$ cat config.mk
export PLATFORM = sky130hd
export DESIGN_NAME = rr_arbiter_8
export DESIGN_NICKNAME = d
export VERILOG_FILES = /design/src/rtl/rr_arb_pkg.sv /design/src/rtl/rr_pick.sv /design/src/rtl/rr_arbiter_8.sv
export SDC_FILE = /design/constraint.sdc
export NUM_CORES = 1
export LEC_CHECK = 0
export BUFFER_PORTS_ARGS = -buffer_cell sky130_fd_sc_hd__clkbuf_2
export CAP_MARGIN = 20
export CORE_UTILIZATION = 25
export DETAILED_ROUTE_END_ITERATION = 16
export GPL_ROUTABILITY_DRIVEN = 0
export MAX_ROUTING_LAYER = met4
export PLACE_DENSITY = 0.37
export SYNTH_ARGS = -nofsm -noshare
export SYNTH_HDL_FRONTEND = slang
export SYNTH_SLANG_ARGS = --single-unit
export TNS_END_PERCENT = 1
$ cat constraint.sdc
create_clock -name clk -period 3 [get_ports clk]
set_input_delay 0.45 -clock clk [delete_from_list [all_inputs] [get_ports clk]]
set_output_delay 0.45 -clock clk [all_outputs]
set_load 0.005 [all_outputs]
$ cat src/rtl/rr_arb_pkg.sv
// Shared constants and state type for the eight-way round-robin arbiter.
package rr_arb_pkg;

  localparam int unsigned N     = 8;
  localparam int unsigned IDX_W = 3;

  typedef enum logic [0:0] {
    IDLE  = 1'b0,
    GRANT = 1'b1
  } state_e;

endpackage : rr_arb_pkg

$ cat src/rtl/rr_pick.sv
// Rotating-priority finder: first set request bit at or after ptr, modulo N.
module rr_pick
  import rr_arb_pkg::*;
(
  input  logic [N-1:0]     req,
  input  logic [IDX_W-1:0] ptr,
  output logic [IDX_W-1:0] idx,
  output logic             any
);

  logic [IDX_W-1:0] cand;

  // Walk the search order backwards so the lowest offset from ptr wins.
  always_comb begin
    idx  = '0;
    any  = 1'b0;
    cand = '0;
    for (int i = N - 1; i >= 0; i--) begin
      cand = ptr + IDX_W'(i);
      if (req[cand]) begin
        idx = cand;
        any = 1'b1;
      end
    end
  end

endmodule : rr_pick

$ cat src/rtl/rr_arbiter_8.sv
// Round-robin arbiter producing registered select/enable for a 3-to-8 grant decoder.
module rr_arbiter_8 #(
  parameter int unsigned N        = 8,
  parameter int unsigned IDX_W    = 3,
  parameter int unsigned MAX_HOLD = 15
) (
  input  logic             clk,
  input  logic             rst,
  input  logic [N-1:0]     req,
  input  logic             done,
  output logic [IDX_W-1:0] sel,
  output logic             en,
  output logic             timeout
);

  localparam int unsigned CNT_W = 8;

  rr_arb_pkg::state_e state;
  logic [IDX_W-1:0]   ptr;
  logic [CNT_W-1:0]   hold_cnt;

  logic [IDX_W-1:0]   pick_idx;
  logic               pick_any;
  logic               limit_c;
  logic               release_c;

  rr_pick u_pick (
    .req (req),
    .ptr (ptr),
    .idx (pick_idx),
    .any (pick_any)
  );

  // Owner gives up the grant on done, withdrawal, or reaching the hold limit.
  assign limit_c   = (hold_cnt == CNT_W'(MAX_HOLD - 1));
  assign release_c = done | ~req[sel] | limit_c;

  // Grant FSM with pointer rotation and hold counter; all outputs are flops.
  always_ff @(posedge clk) begin
    if (rst) begin
      state    <= rr_arb_pkg::IDLE;
      sel      <= '0;
      en       <= 1'b0;
      timeout  <= 1'b0;
      ptr      <= '0;
      hold_cnt <= '0;
    end else begin
      case (state)
        rr_arb_pkg::IDLE: begin
          timeout <= 1'b0;
          if (pick_any) begin
            state    <= rr_arb_pkg::GRANT;
            sel      <= pick_idx;
            en       <= 1'b1;
            hold_cnt <= '0;
          end
        end
        rr_arb_pkg::GRANT: begin
          if (release_c) begin
            state   <= rr_arb_pkg::IDLE;
            en      <= 1'b0;
            ptr     <= sel + IDX_W'(1);
            timeout <= limit_c;
          end else begin
            hold_cnt <= hold_cnt + CNT_W'(1);
            timeout  <= 1'b0;
          end
        end
        default: begin
          state   <= rr_arb_pkg::IDLE;
          en      <= 1'b0;
          timeout <= 1'b0;
        end
      endcase
    end
  end

endmodule : rr_arbiter_8

==> results.py <==
metrics = {
    "status": {
        "status": "complete, no violations",
    },
    "floorplan": {
        "num_rows": 29,
        "start_util_pct": 26.44,
        "die_h_um": 84.66,
        "dieArea_um2": 7166,
        "io_pins": 16,
        "die_x_um": 84.66,
        "coreArea_um2": 6459,
    },
    "worst_setup_path": {
        "r2r_end": "sel[1]",
        "r2r_slack_ns": 0.29,
        "cp_top_family": "simple AND/OR/NAND/NOR gates",
        "critical_path_arrival_ns": 2.91,
        "max_stage_delay_ns": 0.47,
        "crit_slowest_cell": "ha_1",
        "crit_buf_inv": 1,
        "cp_max_fo": 16,
        "start_kind": "flop",
        "cp.required_ns": 3.20,
        "worst-setup-path-type": "flop to flop",
        "worstReg2RegStart": "ptr[0]",
        "critPathCaptureType": "flop",
        "ff2ff_path_depth": 9,
        "crit_chain": "inv_1 > ha_1 > mux4_2 > or2_1 > nor3_4 > a31oi_4 > or4b_1 > a31oi_1 > a221o_1",
    },
    "sta": {
        "rsz0062_at_grt": "no",
        "clock_skew_ns": 0.006182,
        "hold_viol_final": 0,
        "worst_pin_slew_ns": 0.5596,
        "tns_ns": 0,
        "slew_headroom_pct": 61.63,
        "min_period_ns": 2.707,
        "setup_viol": 0,
        "finalCritPeriodShare_pct": 90.25,
        "drv_slew": 0,
        "timing.fmax_ghz": 0.3693,
    },
    "routing": {
        "ant_nets": 0,
        "viasPerCell": 5.279,
        "drc": 0,
        "vias": 1515,
        "drt_first_pass_iters": 4,
        "routedWlPerCell_um": 16.43,
        "drt-initial-drc-count": 72,
        "routed_wl_um": 4715,
    },
    "clocking": {
        "clkSlewWorstSetupHoldPaths_ns": 0.07,
        "insertion_delay_ns": 0.25,
        "cts.htree.levels": 1,
        "cts_buffers": 3,
        "cts_tree": "done",
        "hold_buffers": 0,
        "ctsResizeCount": 0,
        "cts_setup_buffers": 0,
        "clock_path_buffers": 2,
        "cts_root_buf": "clkbuf_8",
        "clock-sinks": 17,
    },
    "logic_synthesis": {
        "ys_seq_area_share_pct": 19.93,
        "ys_types": 56,
        "synth_area_um2": 1708,
        "synth_seq_cells": 17,
        "synth_flop_cell": "dfxtp_1",
        "synth.largest_area_cell": "dfxtp_1",
        "synth_area_leaders": "dfxtp_1 (20%), mux4_2 (11%), mux2i_1 (7.0%)",
        "avgSynthCellArea_um2": 8.714,
        "synth_edf_count": 0,
        "syn_nets": 212,
        "yosysMostFrequentCell": "nor2_1",
        "ys_top_cells_by_count": "nor2_1 (30), dfxtp_1 (17), a21oi_1 (15)",
        "ys_warn_count": 0,
        "synth_cells": 196,
        "synth_top_area_share_pct": 19.93,
        "async_flop_share_pct": 0,
    },
    "power": {
        "power_density_nw_per_um2": 509.6,
        "power_mw": 0.9482,
        "ir_worst_vdd_mv": 0.2167,
        "p_leak_nw": 0.7044,
    },
    "worst_hold_path": {
        "holdPathStages": 2,
        "hp-class": "flop to flop",
        "min_to": "en",
        "min_from": "en",
    },
    "place": {
        "portBuffers": 15,
        "dp.final_hpwl_um": 3599,
        "dp.cells": 283,
    },
    "layout": {
        "fillers": 711,
        "drive_gt1_share_pct": 22.38,
        "stdcell_count": 287,
        "antenna_cells": 0,
        "nets": 227,
        "area_delta_synth_final_pct": 8.937,
    },
    "global_routing": {
        "first_global_vias": 1524,
        "grt_max_degree": 17,
        "grt_use_total_pct": 14.45,
        "antenna_found_initial": 0,
        "overflow": 0,
        "grt_pass1_wl_um": 8024,
    },
    "job": {
        "maxCapViolations": 0,
    },
}
==> flip-flops by register name, indices dropped and copies added, names as in the netlist <==
| register | cells |
|---|---|
| state | 1 |
| timeout | 1 |
| ptr | 3 |
| hold_cnt | 8 |
| sel | 3 |
| en | 1 |
==> worst reg2reg max path, cell delays in order, from the launching register on <==
cell	delay, ns
dfxtp_1	0.34
inv_1	0.10
ha_1	0.47
mux4_2	0.31
or2_1	0.20
nor3_4	0.06
a31oi_4	0.43
or4b_1	0.48
a31oi_1	0.15
a221o_1	0.12
==> cell type report <==
type / instances / area, um2 / share of cell area (%)
clock buffer: 3 / 41.29 / 2.219
clock inverter: 1 / 5.005 / 0.2690
inverter: 9 / 33.78 / 1.816
multi-input combinational: 160 / 1231 / 66.17
sequential: 17 / 340.3 / 18.29
tap: 77 / 96.34 / 5.178
timing repair buffer: 20 / 112.6 / 6.052
==> stage by stage <==
stage                     hold slack, ns  setup WS, ns  instance area [um2]  utilization [%]
after floorplan                   0.4775        0.2821                 1708                -
after global placement            0.4872        0.2702                 1814            28.09
after detailed placement          0.4824        0.2931                 1814            28.09
after CTS                         0.5044        0.2859                 1861            28.81
after global routing              0.5545       0.09623                 1861            28.81
final                             0.4973        0.2925                 1861            28.81
==> layout by cell type (no fill, tap or decap), types with 2 or more instances in the layout <==
cell	n
a211oi_1	2
a21oi_1	15
a221oi_1	3
a31oi_1	3
a41oi_1	2
buf_4	5
clkbuf_2	15
clkbuf_8	3
dfxtp_1	17
ha_1	5
inv_1	6
inv_2	3
mux2_2	3
mux2_4	4
mux2i_1	12
mux4_2	8
nand2_1	14
nand3_1	2
nand4b_1	2
nor2_1	30
nor3_1	3
o2111ai_1	3
o21ai_0	8
o21bai_1	2
or2_0	2
xnor2_1	2
xor2_1	8
==> per-layer routing <==
layer	GRT usage, %	wire length, um	vias to the layer above
met5	-	0	-
li1	-	-	754
met4	3.698	66	0
met3	1.770	100	9
met1	20.08	2398	737
met2	22.17	2150	15
==> report_power, final <==
part           internal, mW  switching (mW)
clock                0.0922          0.0823
combinational         0.213           0.280
sequential            0.244          0.0372
total                 0.549           0.399
==> cells by family after synthesis <==
logic type / count (synthesis) / synth area share [%]
AO/OA/AOI/OAI: 51 / 21.03
AND/OR/NAND/NOR: 67 / 19.20
XOR/XNOR: 10 / 5.129
multiplexers: 27 / 23.08
buffers and inverters: 19 / 7.985
adder cells (fa/ha/maj): 5 / 3.663
flip-flops: 17 / 19.93
==> worst max-delay path by stage <==
stage / from / end / cells after the start / slack (ns)
2_1_floorplan: ptr[0] / sel[1] / 12 / 0.28
3_3_place_gp: ptr[2] / sel[1] / 6 / 0.27
3_5_place_dp: ptr[0] / sel[1] / 9 / 0.29
4_1_cts: ptr[0] / sel[1] / 9 / 0.29
5_1_grt: ptr[0] / sel[1] / 9 / 0.1
6_report: ptr[0] / sel[1] / 9 / 0.29
Note: power is estimated with default switching activity, not from simulation.
